## src/rtl/axis_unalign.sv

```systemverilog
// axis_unalign: re-aligns LSB-aligned AXI-Stream packets so each packet starts
// at a per-packet byte lane offset. Bytes that spill past the beat boundary are
// carried into the next output beat, with one extra flush beat when the last
// input beat overflows.
module axis_unalign #(
  parameter int unsigned AXIS_DW = 64,
  parameter int unsigned AXIS_KW = ((AXIS_DW - 1) >> 3) + 1,
  parameter int unsigned OFF_W   = (AXIS_KW > 1) ? $clog2(AXIS_KW) : 1
) (
  input  logic               clk,
  input  logic               rst_n,
  input  logic [OFF_W-1:0]   s_offset,
  input  logic               s_axis_tvalid,
  output logic               s_axis_tready,
  input  logic [AXIS_DW-1:0] s_axis_tdata,
  input  logic [AXIS_KW-1:0] s_axis_tkeep,
  input  logic               s_axis_tlast,
  output logic               m_axis_tvalid,
  input  logic               m_axis_tready,
  output logic [AXIS_DW-1:0] m_axis_tdata,
  output logic [AXIS_KW-1:0] m_axis_tkeep,
  output logic               m_axis_tlast
);

  typedef enum logic [1:0] {
    IDLE   = 2'd0,
    ACTIVE = 2'd1,
    FLUSH  = 2'd2
  } state_e;

  state_e               state_q, state_d;
  logic [OFF_W-1:0]     off_q, off_d;
  logic [AXIS_DW-1:0]   res_data_q, res_data_d;
  logic [AXIS_KW-1:0]   res_keep_q, res_keep_d;
  logic [AXIS_DW-1:0]   m_data_q, m_data_d;
  logic [AXIS_KW-1:0]   m_keep_q, m_keep_d;
  logic                 m_last_q, m_last_d;
  logic                 m_valid_q, m_valid_d;

  logic                 ld_c;
  logic                 accept_c;
  logic [OFF_W-1:0]     off_c;
  logic [2*AXIS_DW-1:0] win_data_c;
  logic [2*AXIS_KW-1:0] win_keep_c;
  logic [AXIS_DW-1:0]   carry_data_c;
  logic [AXIS_KW-1:0]   carry_keep_c;

  // Output stage can take a new beat when empty or draining this cycle.
  assign ld_c          = !m_valid_q || m_axis_tready;
  assign s_axis_tready = ld_c && (state_q != FLUSH);
  assign accept_c      = s_axis_tvalid && s_axis_tready;

  // First beat of a packet uses the live offset; later beats the latched one.
  assign off_c = (state_q == IDLE) ? s_offset : off_q;

  // Shift the input beat into a two-beat window by off bytes.
  assign win_data_c = {{AXIS_DW{1'b0}}, s_axis_tdata} << {off_c, 3'b000};
  assign win_keep_c = {{AXIS_KW{1'b0}}, s_axis_tkeep} << off_c;

  // Residual from the previous beat only applies inside an open packet.
  assign carry_data_c = (state_q == ACTIVE) ? res_data_q : '0;
  assign carry_keep_c = (state_q == ACTIVE) ? res_keep_q : '0;

  // Next-state, residual and output-stage logic.
  always_comb begin
    state_d    = state_q;
    off_d      = off_q;
    res_data_d = res_data_q;
    res_keep_d = res_keep_q;
    m_data_d   = m_data_q;
    m_keep_d   = m_keep_q;
    m_last_d   = m_last_q;
    m_valid_d  = m_valid_q && !m_axis_tready;

    if (state_q == FLUSH) begin
      if (ld_c) begin
        m_valid_d  = 1'b1;
        m_data_d   = res_data_q;
        m_keep_d   = res_keep_q;
        m_last_d   = 1'b1;
        res_data_d = '0;
        res_keep_d = '0;
        state_d    = IDLE;
      end
    end else if (accept_c) begin
      if (state_q == IDLE) begin
        off_d = s_offset;
      end
      m_valid_d  = 1'b1;
      m_data_d   = win_data_c[AXIS_DW-1:0] | carry_data_c;
      m_keep_d   = win_keep_c[AXIS_KW-1:0] | carry_keep_c;
      res_data_d = win_data_c[2*AXIS_DW-1:AXIS_DW];
      res_keep_d = win_keep_c[2*AXIS_KW-1:AXIS_KW];
      if (!s_axis_tlast) begin
        m_last_d = 1'b0;
        state_d  = ACTIVE;
      end else if (win_keep_c[2*AXIS_KW-1:AXIS_KW] != '0) begin
        m_last_d = 1'b0;
        state_d  = FLUSH;
      end else begin
        m_last_d = 1'b1;
        state_d  = IDLE;
      end
    end
  end

  // State, residual and output registers.
  always_ff @(posedge clk or negedge rst_n) begin
    if (!rst_n) begin
      state_q    <= IDLE;
      off_q      <= '0;
      res_data_q <= '0;
      res_keep_q <= '0;
      m_data_q   <= '0;
      m_keep_q   <= '0;
      m_last_q   <= 1'b0;
      m_valid_q  <= 1'b0;
    end else begin
      state_q    <= state_d;
      off_q      <= off_d;
      res_data_q <= res_data_d;
      res_keep_q <= res_keep_d;
      m_data_q   <= m_data_d;
      m_keep_q   <= m_keep_d;
      m_last_q   <= m_last_d;
      m_valid_q  <= m_valid_d;
    end
  end

  assign m_axis_tvalid = m_valid_q;
  assign m_axis_tdata  = m_data_q;
  assign m_axis_tkeep  = m_keep_q;
  assign m_axis_tlast  = m_last_q;

endmodule

```

## config.mk

```make
export PLATFORM = sky130hd
export DESIGN_NAME = axis_unalign
export DESIGN_NICKNAME = d
export VERILOG_FILES = /design/src/rtl/axis_unalign.sv
export SDC_FILE = /design/constraint.sdc
export NUM_CORES = 1
export LEC_CHECK = 0
export ABC_AREA = 1
export CORE_MARGIN = 5
export CORE_UTILIZATION = 53
export DETAILED_ROUTE_END_ITERATION = 8
export PLACE_DENSITY = 0.86
export REMOVE_ABC_BUFFERS = 1
export SLEW_MARGIN = 20
export SYNTH_ARGS = -nofsm -noshare
export SYNTH_HDL_FRONTEND = slang
export SYNTH_SLANG_ARGS = --single-unit
```

## constraint.sdc

```tcl
create_clock -name clk -period 1.9 [get_ports clk]
set_input_delay 0.38 -clock clk [delete_from_list [all_inputs] [get_ports clk]]
set_output_delay 0.38 -clock clk [all_outputs]
set_load 0.02 [all_outputs]
```

==> results by group <==
Timing
  – Worst-Margin Slew: 0.4898 ns
  – Fin Setup TNS: -0.2013 ns
  – Normalized max-slew margin: 67.35%
  – Fmax: 0.5099 GHz
  – Final setup fails: 10
  – Tmin final: 1.961 ns
  – Fin crit share: 103.2%
  – Skew final: 0.009741 ns
  – Fin. max-slew vios: 0
  – Final WS setup: -0.06133 ns
  – Final hold violations: 0
  – RSZ-0062 raised after global routing: true

Setup path
  – CP Data Required Time: roughly 2.2 ns
  – Crit path kind: reg -> reg
  – Reg2Reg Setup Slack: -0.06 ns
  – Crit start category: register
  – CP arrival: 2.25 ns
  – Critical Path Sink Type: register
  – CP max FO: 7

Synth
  – Post-synthesis compound-gate area fraction: 21.80%
  – Avg Inst Size Synth: about 7.2 um^2
  – Largest family of logic cells by synthesized area: simple AND/OR/NAND/NOR gates
  – Unique masters post-synth: 32
  – Area of the mapped netlist: between 8000 and 9000 um^2
  – Number of flops mapped to enable cells by yosys: 0
  – Synth area leaders: dfrtp_1 (44%), nand2_1 (16%), o21ai_0 (6.5%)
  – XOR/XNOR Fraction of Synth Area: 0%
  – Most frequent cells after synthesis: nand2_1 (347), dfrtp_1 (142), o21ai_0 (104), nor2_1 (96), a21oi_1 (88)
  – Post-synthesis cell count: 1,118
  – Number of synthesized register bits: 142
  – Top-count cell post-synth: nand2_1
  – Number of synthesis warnings: 0
  – Synth area leader: dfrtp_1
  – Synth Area in Adders: 0%
  – Yosys top cell area share: between 40 and 50%
  – Post-synthesis simple-gate area fraction: 25.56%
  – Top_reg_cell synth: dfrtp_1
  – Ys async rst share: 100.0%
  – Post-synthesis mux area share: 0%
  – Register area share after synthesis: 44.11%

Power and ir drop
  – Power density over cell area: 2093 nW/um^2
  – Combinational Power Share: 64.9%
  – Psw: 11.46 mW
  – Leak: 5.429 nW
  – Sw Share: 46.07%
  – Sequential power share: 21.1%
  – Clk pwr share: 14.0%
  – Internal: about 13 mW
  – Max rail drop VDD: 1.382 mV
  – Total power: 24.87 mW

Worst hold path
  – Hold Crit Class: in -> async

Placed design
  – Number of port buffers: roughly 150
  – Detail Placement HPWL: 18,400 um
  – DP Cell Count: 1,481
  – Final GP Congestion: 0.9321

Drt
  – First drt pass iteration count: 6
  – Via density: 6.047
  – Average wire per standard cell: 19.24 um
  – Drc violations: 0
  – Initial DRC Count: roughly 1,300
  – Antenna-violating nets left: 0
  – Via Count: 9,324
  – Routed wire length: 29,670 um

Floorplan
  – Die Y: 133.3 um
  – Site Rows: 45
  – Die width: 133.3 um
  – IO Count: about 160
  – Die area: 17,770 um^2
  – Total core area: 15,030 um^2
  – Initial Util: a little over half

Global routing
  – First-pass GRT wire length: 42,530 um
  – Global Route Usage Sum: between 20% and 30%
  – Number of global-route vias before repair: 8,659
  – Initial antenna violation count: 0
  – Largest net degree at the start of global routing: 48
  – GRT overflow: 0

CTS
  – Max clock buf depth: 2
  – CTS tree: done
  – H-tree levels: 4
  – Clk Tree Root Cell: clkbuf_16
  – Number of CTS-inserted buffers: 17
  – Clock-pin slew on the worst setup and hold paths: 0.06 ns
  – Clock Latency Late Sink: 0.44 ns
  – Clk sinks: 142

Status
  – Outcome: finished, violations left
  – Failing checks: negative setup slack

Cells and area
  – Final Net Count: 1,421
  – Final cell count without fillers: 1,542
  – Area delta synth->final: 47.49%
  – Share of layout cells above drive strength 1: 19.87%
  – Fill count: 921
  – ANT cells: 0

Job
  – Max cap viols: 0
## per-layer routing
metal | vias up | track usage (%) | part of all wire, %
met4 | 0 | 14.11 | 4.9
met3 | 143 | 6.382 | 12
met5 | - | 0 | 0
li1 | 4135 | - | -
met2 | 731 | 48.70 | 46
met1 | 4315 | 37.58 | 36
## area by class of cell
| class | instances | area, um^2 | area share, % |
|---|---|---|---|
| Multi-Input combinational cell | 826 | 4204 | 35.38 |
| Sequential cell | 142 | 3556 | 29.93 |
| Timing Repair Buffer | 280 | 2997 | 25.22 |
| Clock buffer | 22 | 474.2 | 3.991 |
| Inverter | 74 | 280.3 | 2.359 |
| Tap cell | 188 | 235.2 | 1.980 |
| Clock inverter | 10 | 136.4 | 1.148 |
## cell usage in the layout, fill, tap and decap left out, drive strengths merged, types with 10 or more instances in the layout
cell,synthesis,layout
o21ai,151,151
dfrtp,142,142
o22ai,10,10
nand2,356,358
a21oi,89,89
o211ai,20,20
buf,50,124
inv,74,74
or2,11,11
nand3,37,37
clkbuf,28,25
nor2,101,101
clkdlybuf4s50,0,152
a31oi,26,26
## kinds of logic (layout without fill, tap and decap cells)
| logic type | after synthesis | after routing |
|---|---|---|
| flops | 142 | 142 |
| compound gates | 314 | 314 |
| buf+inv | 152 | 386 |
| simple gates | 510 | 512 |
## timing repair
item / in CTS / in global routing
endpoints found under the setup margin: 56 / 102
setup buffers: 7 / 16
gates cloned: 0 / 6
resized for setup: 14 / 136
hold endpoints to repair: 44 / 0
hold buffers: 1 / 0
pin swaps: 5 / 34
## sequential cells by signal (all words and copies together), names as in the netlist
name / cells
m_axis_tlast: 1
m_axis_tkeep: 8
off_q: 3
state_q: 2
m_axis_tdata: 64
res_data_q: 56
m_axis_tvalid: 1
res_keep_q: 7
## power by group through the flow
stage	Sequential (mW)	Combinational, mW	Clock (mW)
5_1_grt	5.36	17.1	3.63
3_3_place_gp	5.18	13.2	0
2_1_floorplan	5.99	6.15	0
4_1_cts	5.18	13.8	3.47
6_report	5.24	16.1	3.49
3_5_place_dp	5.20	13.4	0
## worst paths after layout
path                       cells past startpoint                           end                       start
max in group asynchronous                      3        state_q[0]$_DFFE_PN0P_                       rst_n
setup / recovery                              11    res_data_q[38]$_DFFE_PN0P_      state_q[1]$_DFFE_PN0P_
min in group clk                               2    res_data_q[42]$_DFFE_PN0P_  res_data_q[42]$_DFFE_PN0P_
hold / removal                                 2  m_axis_tdata[40]$_DFFE_PN0P_                       rst_n
setup reg to reg                              11    res_data_q[38]$_DFFE_PN0P_      state_q[1]$_DFFE_PN0P_
hold reg to reg                                2    res_data_q[42]$_DFFE_PN0P_  res_data_q[42]$_DFFE_PN0P_
## critical path: stages (launching register included)
cell     delay (ns)
dfrtp_2        0.45
nor2_4         0.14
buf_12         0.15
nand2_8        0.07
nand2_8        0.12
buf_12         0.15
buf_8          0.14
nand2_2        0.06
o21ai_2        0.07
nor2_1         0.06
a31oi_1        0.24
o21ai_0        0.16
## metrics by stage
step / cell area, um^2 / hold WS, ns / worst slack [ns] / utilization [%]
2_1_floorplan: 7647 / 0.08441 / -2.722 / -
3_3_place_gp: 10530 / 0.3572 / -0.2482 / 70.05
3_5_place_dp: 10530 / 0.3619 / -0.2721 / 70.05
4_1_cts: 11250 / 0.4836 / 0.01151 / 74.85
5_1_grt: 11880 / 0.5044 / -0.1550 / 79.04
6_report: 11880 / 0.4685 / -0.06133 / 79.04
(Power assumes the default switching activity.)
